`config.mk`:
```
export PLATFORM = sky130hd
export DESIGN_NAME = processor_p_flat
export DESIGN_NICKNAME = d
export VERILOG_FILES = /design/src/rtl/processor_p_pkg.sv /design/src/rtl/processor_p_if.sv /design/src/rtl/processor_p_alu.sv /design/src/rtl/processor_p.sv /design/src/flat_wrapper.sv
export SDC_FILE = /design/constraint.sdc
export NUM_CORES = 1
export LEC_CHECK = 0
export BUFFER_PORTS_ARGS = -buffer_cell sky130_fd_sc_hd__buf_2
export CAP_MARGIN = 40
export CORE_MARGIN = 10
export CORE_UTILIZATION = 50
export DETAILED_ROUTE_END_ITERATION = 10
export PLACE_DENSITY_LB_ADDON = 0.15
export RECOVER_POWER = 100
export SKIP_CTS_REPAIR_TIMING = 1
export SYNTH_ARGS = -nofsm -noshare
export SYNTH_HDL_FRONTEND = slang
export SYNTH_SLANG_ARGS = --single-unit
```
`constraint.sdc`:
```
create_clock -name clk -period 7.52 [get_ports clk]
set_input_delay 0.376 -clock clk [delete_from_list [all_inputs] [get_ports clk]]
set_output_delay 0.376 -clock clk [all_outputs]
set_load 0.05 [all_outputs]
```
`src/rtl/processor_p_pkg.sv`:
```
// Shared types, opcodes and instruction field extraction for the processor_p core.
package proc_p_pkg;

   localparam logic [2:0] OP_MV   = 3'b000;
   localparam logic [2:0] OP_MVI  = 3'b001;
   localparam logic [2:0] OP_ADD  = 3'b010;
   localparam logic [2:0] OP_SUB  = 3'b011;
   localparam logic [2:0] OP_AND  = 3'b100;
   localparam logic [2:0] OP_MVNZ = 3'b101;

   typedef enum logic [1:0] {IDLE, T1, T2, T3} state_t;
   typedef enum logic [1:0] {ALU_ADD, ALU_SUB, ALU_AND} alu_op_t;
   typedef enum logic [1:0] {SRC_REG, SRC_DIN, SRC_G} bus_src_t;

   // Fields sit just above each other: opcode | Rx | Ry, each register field rw bits wide.
   function automatic logic [2:0] get_opcode(input logic [63:0] ir, input int unsigned rw);
      logic [63:0] sh;
      sh = ir >> (2 * rw);
      return sh[2:0];
   endfunction

   function automatic int unsigned get_rx(input logic [63:0] ir, input int unsigned rw);
      logic [63:0] sh;
      sh = (ir >> rw) & ((64'd1 << rw) - 64'd1);
      return sh[31:0];
   endfunction

   function automatic int unsigned get_ry(input logic [63:0] ir, input int unsigned rw);
      logic [63:0] sh;
      sh = ir & ((64'd1 << rw) - 64'd1);
      return sh[31:0];
   endfunction

   function automatic logic is_alu_op(input logic [2:0] opc);
      return (opc == OP_ADD) || (opc == OP_SUB) || (opc == OP_AND);
   endfunction

endpackage

```
`src/rtl/processor_p_if.sv`:
```
// Host-side instruction/debug bus of processor_p.
interface processor_p_if #(parameter int DATA_W = 16);
   logic [DATA_W-1:0] din;
   logic              run;
   logic              done;
   logic [DATA_W-1:0] op;
   logic              zflag;

   modport master (output din, run, input done, op, zflag);
   modport slave  (input din, run, output done, op, zflag);
endinterface

```
`src/rtl/processor_p_alu.sv`:
```
// Combinational ALU: add, subtract (A + ~B + 1) and bitwise AND, with zero detect.
module proc_p_alu
   import proc_p_pkg::*;
#(
   parameter int DATA_W = 16
) (
   input  logic [DATA_W-1:0] a_i,
   input  logic [DATA_W-1:0] b_i,
   input  alu_op_t           alu_op_i,
   output logic [DATA_W-1:0] result_o,
   output logic              zero_o
);

   localparam logic [DATA_W-1:0] ONE = {{(DATA_W-1){1'b0}}, 1'b1};

   always_comb begin
      result_o = '0;
      case (alu_op_i)
         ALU_ADD: result_o = a_i + b_i;
         ALU_SUB: result_o = a_i + ~b_i + ONE;
         ALU_AND: result_o = a_i & b_i;
         default: result_o = '0;
      endcase
   end

   assign zero_o = (result_o == '0);

endmodule

```
`src/rtl/processor_p.sv`:
```
// Multi-cycle processor core: register file, IR, A/G registers, shared bus and ALU.
// state | meaning: IDLE wait for run | T1 decode/simple op | T2 ALU into G | T3 G into Rx
module processor_p
   import proc_p_pkg::*;
#(
   parameter int DATA_W = 16,
   parameter int NREG   = 8
) (
   input  logic          clk,
   input  logic          reset,
   processor_p_if.slave  bus_if
);

   localparam int unsigned RW = $clog2(NREG);

   state_t            state_q;
   logic [DATA_W-1:0] ir_q, a_q, g_q;
   logic [DATA_W-1:0] rf_q [NREG];
   logic              zflag_q, done_q;

   logic [2:0]        opcode, din_opcode;
   logic [RW-1:0]     rx, ry, bus_reg;
   bus_src_t          bus_src;
   logic [DATA_W-1:0] bus;
   logic [NREG-1:0]   wr_en;
   logic              a_en, g_en;
   alu_op_t           alu_op;
   logic [DATA_W-1:0] alu_result;
   logic              alu_zero;

   assign opcode     = get_opcode(64'(ir_q), RW);
   assign din_opcode = get_opcode(64'(bus_if.din), RW);
   assign rx         = RW'(get_rx(64'(ir_q), RW));
   assign ry         = RW'(get_ry(64'(ir_q), RW));

   always_comb begin
      bus_src = SRC_G;
      bus_reg = ry;
      wr_en   = '0;
      a_en    = 1'b0;
      g_en    = 1'b0;
      case (state_q)
         T1: begin
            case (opcode)
               OP_MV:   begin bus_src = SRC_REG; wr_en[rx] = 1'b1; end
               OP_MVI:  begin bus_src = SRC_DIN; wr_en[rx] = 1'b1; end
               OP_MVNZ: begin bus_src = SRC_REG; wr_en[rx] = !zflag_q; end
               OP_ADD, OP_SUB, OP_AND: begin
                  bus_src = SRC_REG;
                  bus_reg = rx;
                  a_en    = 1'b1;
               end
               default: ;
            endcase
         end
         T2: begin
            bus_src = SRC_REG;
            g_en    = 1'b1;
         end
         T3: wr_en[rx] = 1'b1;
         default: ;
      endcase
   end

   always_comb begin
      case (opcode)
         OP_SUB:  alu_op = ALU_SUB;
         OP_AND:  alu_op = ALU_AND;
         default: alu_op = ALU_ADD;
      endcase
   end

   always_comb begin
      case (bus_src)
         SRC_REG: bus = rf_q[bus_reg];
         SRC_DIN: bus = bus_if.din;
         default: bus = g_q;
      endcase
   end

   proc_p_alu #(.DATA_W(DATA_W)) u_alu (
      .a_i      (a_q),
      .b_i      (bus),
      .alu_op_i (alu_op),
      .result_o (alu_result),
      .zero_o   (alu_zero)
   );

   always_ff @(posedge clk or negedge reset) begin
      if (!reset) begin
         state_q <= IDLE;
         ir_q    <= '0;
         a_q     <= '0;
         g_q     <= '0;
         zflag_q <= 1'b0;
         done_q  <= 1'b0;
         for (int i = 0; i < NREG; i++) rf_q[i] <= '0;
      end else begin
         for (int i = 0; i < NREG; i++) begin
            if (wr_en[i]) rf_q[i] <= bus;
         end
         if (a_en) a_q <= bus;
         if (g_en) begin
            g_q     <= alu_result;
            zflag_q <= alu_zero;
         end
         // done is registered one state ahead so it depends only on state and IR
         done_q <= 1'b0;
         case (state_q)
            IDLE: begin
               if (bus_if.run) begin
                  ir_q    <= bus_if.din;
                  state_q <= T1;
                  done_q  <= !is_alu_op(din_opcode);
               end
            end
            T1: state_q <= is_alu_op(opcode) ? T2 : IDLE;
            T2: begin
               state_q <= T3;
               done_q  <= 1'b1;
            end
            default: state_q <= IDLE;
         endcase
      end
   end

   assign bus_if.op    = bus;
   assign bus_if.done  = done_q;
   assign bus_if.zflag = zflag_q;

endmodule

```
`src/flat_wrapper.sv`:
```
// flat-port wrapper written by rule: the top's interface ports become plain ports
module processor_p_flat import proc_p_pkg::*;
#(
   parameter int DATA_W = 16,
   parameter int NREG   = 8
)
  (clk, reset, bus_if_din, bus_if_run, bus_if_done, bus_if_op, bus_if_zflag);
  processor_p_if #(.DATA_W(DATA_W)) bus_if_i ();
  input  logic clk;
  input  logic reset;
  input wire logic [$bits(bus_if_i.din)-1:0] bus_if_din;
  input wire logic [$bits(bus_if_i.run)-1:0] bus_if_run;
  output wire logic [$bits(bus_if_i.done)-1:0] bus_if_done;
  output wire logic [$bits(bus_if_i.op)-1:0] bus_if_op;
  output wire logic [$bits(bus_if_i.zflag)-1:0] bus_if_zflag;
  assign bus_if_i.din = bus_if_din;
  assign bus_if_i.run = bus_if_run;
  assign bus_if_done = bus_if_i.done;
  assign bus_if_op = bus_if_i.op;
  assign bus_if_zflag = bus_if_i.zflag;
  processor_p #(.DATA_W(DATA_W), .NREG(NREG)) u_core (.clk(clk), .reset(reset), .bus_if(bus_if_i));
endmodule
```
==> metrics, run 1 <==
Syn Nets 1051; status complete, but fails checks; initial core utilization 50.82%; TNS Setup 0 ps; skew final 19.08 ps; RSZ-0062 raised after global routing false; r2r setup slk 850 ps; Tot GR Track Use 21.25%; Slew HR -214.7%; Max Clock Freq 0.1499 GHz; drt pass-1 iters 5; Remaining DRCs 0; async set-reset flop share out of synthesis 100.0%; total gr overflow 0; clk_lat worst skew 440 ps; DRT iter0 DRCs 635; Routed WL per cell 20.55 microns; Worst-path clk slew 80 ps; antenna-violating nets left 0; failing checks capacitance limit, slew limit; via count 7400; Port Buffers 36; sequential share of the synthesized area 45.54%; maxcap violations 2; FILL cells 1708; ys flop type dfrtp_1; hold path depth 3; hpwl dp 17.20 mm; gp weighted congestion 0.9069; reg2reg path depth 21; Ports 37; Clock Tree Buf Depth 2; Worst Setup Start Kind register; Syn Std Cell Area 9505 sq um; initial antenna violation count 0; area grow syn2layout 9.135%; nets 1061; Syn Inst Count 994; chip height 157.9 microns; number of vias per cell 5.915; H-tree Lvls 4; Core Rows 50; Worst EP arrival 7020 ps; first-pass GRT wire length 40.63 mm; post-synthesis cell type count 75; HP Class in -> reg; Max FO, Critical Path 36; CTS tree done; largest net degree at the start of global routing 86; # setup viols final 0; max-slew violations 123; share of cells above drive strength 1 12.49%; Worst setup EP type register; syn_area_per_cell 9.563 sq um; CORE AREA 18710 sq um; vias in the first global route 7030; crit path kind reg -> reg; Synth warnings 0; CP required 7870 ps; drt total wl 25.71 mm; clock root cell clkbuf_16; Tightest Pin Transition 4721 ps; Final Hold Viols 0; Post-synth EDFFs 0; flops & latches, synth 173; Die Footprint 24930 sq um; final worst path period share 88.69%; Sink Count 173; Antenna diodes 0; Inserted Clock Buffers 17; Final Critical Period 6670 ps; Die X 157.9 microns
critical path, cell delays in order, from the launching register on:
cell      delay [ps]
dfrtp_1          600
nor3b_1          500
o21ai_4          140
buf_4            280
mux2i_1          500
buf_4            510
mux4_2           370
nand2_1           80
nand3_1           80
o221ai_1          80
clkbuf_1         420
inv_1            130
ha_1             460
nor2_1           190
o221ai_1         200
nor3b_4          220
o31a_2           330
mux2i_1          130
a211oi_1         280
or4bb_1          500
or4_1            420
o31ai_2          180
flip-flops by register name, indices dropped and copies added, names as in the netlist:
signal / flops
u_core.g_q: 16
u_core.bus_if.done: 1
u_core.a_q: 16
u_core.state_q: 2
u_core.bus_if.zflag: 1
u_core.rf_q: 128
u_core.ir_q: 9
final cells by class:
type                            count  area, sq um  share of cell area (%)
Clock buffer                       17        425.4                   4.101
Clock inverter                     15        192.7                   1.857
Inverter                           33        123.9                   1.194
Multi-Input combinational cell    714         4676                   45.07
Sequential cell                   173         4329                   41.73
Tap cell                          234        292.8                   2.822
Timing Repair Buffer               65        334.1                   3.220
synthesized netlist by cell type (all sizes together), types with 2 or more instances:
cell	instances	area [sq um]
a211oi	4	35.03
a21o	4	30.03
a21oi	32	160.2
a221o	4	40.04
a221oi	5	68.82
a22o	2	17.52
a22oi	6	45.04
a311oi	2	17.52
a31oi	9	56.30
buf	27	163.9
clkbuf	47	176.4
dfrtp	173	4329
fa	2	40.04
ha	36	450.4
inv	33	123.9
mux2	13	146.4
mux2i	6	72.57
mux4	32	720.7
nand2	222	833.3
nand2b	10	62.56
nand3	21	105.1
nand3b	5	37.54
nor2	32	122.6
nor2b	10	62.56
nor3	11	60.06
nor3b	5	60.06
nor4	2	12.51
o211ai	3	22.52
o21a	2	15.01
o21ai	169	857.1
o21bai	3	22.52
o221ai	19	172.7
o22ai	4	25.02
o31a	5	45.04
o31ai	2	20.02
or2	2	12.51
or3	3	18.77
or4	3	22.52
xor2	3	26.28
kinds of logic (layout without fill, tap and decap cells):
family                     Yosys count  in the layout  share of synthesized area, %
and+or+nand+nor                    333            333                         15.44
AOI/OAI and AO/OA                  288            288                         18.72
DFF                                173            173                         45.54
buffers and inverters              107            130                         4.883
muxes                               51             51                         9.885
adders and majority gates           38             38                         5.160
xor gates and xnor gates             4              4                        0.3686
path summary, 6_finish.rpt:
check | start | endpoint
max | u_core.ir_q[8] | u_core.bus_if.zflag
min | bus_if_run | u_core.state_q[0]
max reg2reg | u_core.ir_q[8] | u_core.bus_if.zflag
min reg2reg | u_core.rf_q[41] | u_core.rf_q[41]
max in group asynchronous | reset | u_core.rf_q[105]
min in group asynchronous | reset | u_core.a_q[12]
metal layers:
| layer | part of all wire [%] | vias to the layer above | global-route usage [%] |
|---|---|---|---|
| met3 | 5.5 | 28 | 3.555 |
| met2 | 46 | 216 | 32.55 |
| met5 | 0 | - | 0 |
| li1 | - | 3544 | - |
| met1 | 47 | 3612 | 30.28 |
| met4 | 1.7 | 0 | 6.278 |
placed cells by master, fill, tap and decap left out, types with 4 or more instances in the layout:
cell type    n
a21o_1       4
a21oi_1     32
a221o_1      4
a221oi_1     4
a22oi_1      6
a31oi_1      9
buf_2       17
buf_4       15
clkbuf_1    31
clkbuf_16   17
clkinv_8     4
dfrtp_1    173
ha_1        36
inv_1       31
inv_6        5
inv_8        4
mux2_2      13
mux2i_1      5
mux4_2      32
nand2_1    222
nand2b_1    10
nand3_1     21
nand3b_1     5
nor2_1      31
nor2b_1     10
nor3_1      10
nor3b_1      4
o21ai_0    163
o21ai_1      5
o221ai_1    19
o22ai_1      4
o31a_1       4
stage by stage:
stage | utilization (%) | setup WS [ps] | cell area [sq um] | hold WS (ps) | std cells
after global routing | 55.46 | 452.4 | 10370 | 201.8 | 1251
after floorplan | - | 1911 | 9505 | 80.41 | 994
after global placement | 52.67 | 1472 | 9852 | 455.6 | 1216
final | 55.46 | 850.3 | 10370 | 184.0 | 1251
after CTS | 56.13 | 1327 | 10500 | 27.46 | 1251
after detailed placement | 52.83 | 1364 | 9882 | 465.5 | 1219
Power of run 1 is left out: the tool's default activity adds up to more than one toggle a clock period on the data nets, which glitch-free logic cannot reach.
==> run 2, diff against run 1 <==
--- a/config.mk
+++ b/config.mk
@@ -15,4 +15,5 @@
 export SKIP_CTS_REPAIR_TIMING = 1
 export SYNTH_ARGS = -nofsm -noshare
 export SYNTH_HDL_FRONTEND = slang
+export SYNTH_HIERARCHICAL = 1
 export SYNTH_SLANG_ARGS = --single-unit
==> run 2 against run 1 <==
The flow still finishes with violations (capacitance limit, slew limit). Non-clock buffer count rose by 29. Register-to-register slack got worse by 100 ps. Final cell count rose by 56%. Synthesized cell count rose by 63%. Critical path depth fell by 1. Core utilization fell by 0.064 points. Critical path type unchanged. Critical endpoint is now u_core/bus_if.zflag. Largest cell class unchanged.
==> metrics, run 2 <==
status complete, but fails checks; failing checks capacitance limit, slew limit; DRT iter0 DRCs 1853; Worst setup EP type register; # setup viols final 0; clk_lat worst skew 440 ps; Worst-path clk slew 80 ps; Syn Inst Count 1623; Post-synth EDFFs 0; Worst EP arrival 7150 ps; Routed WL per cell 24.56 microns; largest net degree at the start of global routing 118; most common cell in the netlist nand2_1; Inserted Clock Buffers 17; reg-to-reg critical path startpoint u_core/ir_q[8]; Regs by FF count u_core/rf_q (128), u_core/a_q (16), u_core/g_q (16); drt pass-1 iters 8; first-pass GRT wire length 74.07 mm; area grow syn2layout 8.323%; async set-reset flop share out of synthesis 100.0%; synth top area cells dfrtp_1 33%, a211oi_1 7.2%, nor4_1 6.6%, nor3_1 6.0%, nand2_1 5.2%; initial core utilization 51.14%; Ports 37; Max FO, Critical Path 22; clock root cell clkbuf_16; Final Critical Period 6771 ps; share of cells above drive strength 1 10.67%; TNS Setup 0 ps; gp weighted congestion 0.9588; drt total wl 47.93 mm; via count 13568; dpl ws 1302 ps; syn_area_per_cell 8.003 sq um; most frequent cells in the layout 180 x nand2_1, 173 x dfrtp_1, 167 x nor2_1, 153 x nor3_1, 138 x nor4_1; hpwl dp 30.08 mm; r2r setup slk 750 ps; Final Hold Viols 0; min-delay src bus_if_din[0]; Top reg by flops u_core/rf_q; CORE AREA 25400 sq um; skew final 15.03 ps; Syn Std Cell Area 12990 sq um; HP Class in -> reg; number of vias per cell 6.954; initial antenna violation count 0; placement-stage cell area 13620 sq um; sequential share of the synthesized area 33.33%; RSZ-0062 raised after global routing false; crit path kind reg -> reg; post-synth top area share 33.33%; flops & latches, synth 173; Largest register FFs 128; fin area 14070 sq um; Worst Setup Start Kind register; FILL cells 2404; H-tree Lvls 4; maxcap violations 4; max-slew violations 198; Syn Nets 1676; Slew HR -124.4%; post-synthesis cell type count 72; Tightest Pin Transition 3366 ps; antenna-violating nets left 0; Tot GR Track Use 27.99%; Clock Tree Buf Depth 2; CTS tree done; Cell Count, Final, Fillers Out 1951; vias in the first global route 12606; CP Launch Point u_core/ir_q[8]; Antenna diodes 0; Port Buffers 36; top cells by count, synth 181 x nand2_1, 173 x dfrtp_1, 169 x nor2_1; final worst path period share 90.04%; Max Clock Freq 0.1477 GHz; total gr overflow 0; Die Footprint 32820 sq um; Remaining DRCs 0; Inst Count DP 1919; nets 1662; Core Rows 58; hold path depth 3; Die X 181.2 microns; reg2reg path depth 20; CP required 7900 ps; most common cell after layout, fill and taps aside nand2_1; post-synth top area cell dfrtp_1; Synth warnings 6; chip height 181.2 microns; ys flop type dfrtp_1; Final Worst Setup Slack 749.0 ps; Sink Count 173
==> run 2: area by class of cell <==
class | count | area (sq um) | area share, %
repair buffers | 94 | 653.1 | 4.642
well taps | 330 | 412.9 | 2.935
inverters | 44 | 165.2 | 1.174
multi-input cells | 1279 | 7938 | 56.42
clock inverters | 12 | 138.9 | 0.9871
clock buffers | 19 | 432.9 | 3.077
flip-flops and latches | 173 | 4329 | 30.77
==> run 2: final timing paths <==
kind	endpoint
min	u_core/ir_q[0]
max	u_core/bus_if.zflag
max reg2reg	u_core/bus_if.zflag
max in group asynchronous	u_core/rf_q[59]
min in group asynchronous	u_core/rf_q[112]
min reg2reg	u_core/g_q[13]
==> run 2: cells by family (layout without fill, tap and decap cells) <==
family / Yosys count / after routing / synth area share (%)
AND/OR/NAND/NOR: 765 / 765 / 28.28
AO/OA/AOI/OAI: 432 / 432 / 25.57
flip-flops: 173 / 173 / 33.33
buffers and inverters: 171 / 169 / 5.597
multiplexers: 36 / 36 / 3.025
adder cells (fa/ha/maj): 34 / 34 / 3.391
XOR/XNOR: 12 / 12 / 0.8092
==> run 2: routing by layer <==
metal	up-vias	global-route usage [%]	part of all wire, %
met4	0	10.80	3.4
met5	-	0	0
li1	6105	-	-
met3	106	6.094	10
met2	763	43.47	45
met1	6594	37.21	41
==> run 2: through the flow <==
stage	utilization (%)	hold slack [ps]
after floorplan	-	80.41
after global placement	53.37	393.3
after detailed placement	53.62	392.1
after CTS	55.87	-82.35
after global routing	55.39	187.1
final	55.39	174.0
==> run 2: critical path, cell delays in order, from the launching register on <==
cell       delay (ps)
dfrtp_1           480
or3b_1            400
inv_2             240
o211a_1           320
or3_2             680
buf_12            250
a311oi_1         1050
nor3_1             80
o21ai_1           290
inv_1              70
ha_1              360
nor2b_4           170
o2111ai_1         250
a31oi_1           170
or2_0             250
a21o_1            210
a2111oi_2         350
a211oi_1          110
or4b_1            510
nor4_2            250
mux2_2            200
Power of run 2 is left out for the same reason.
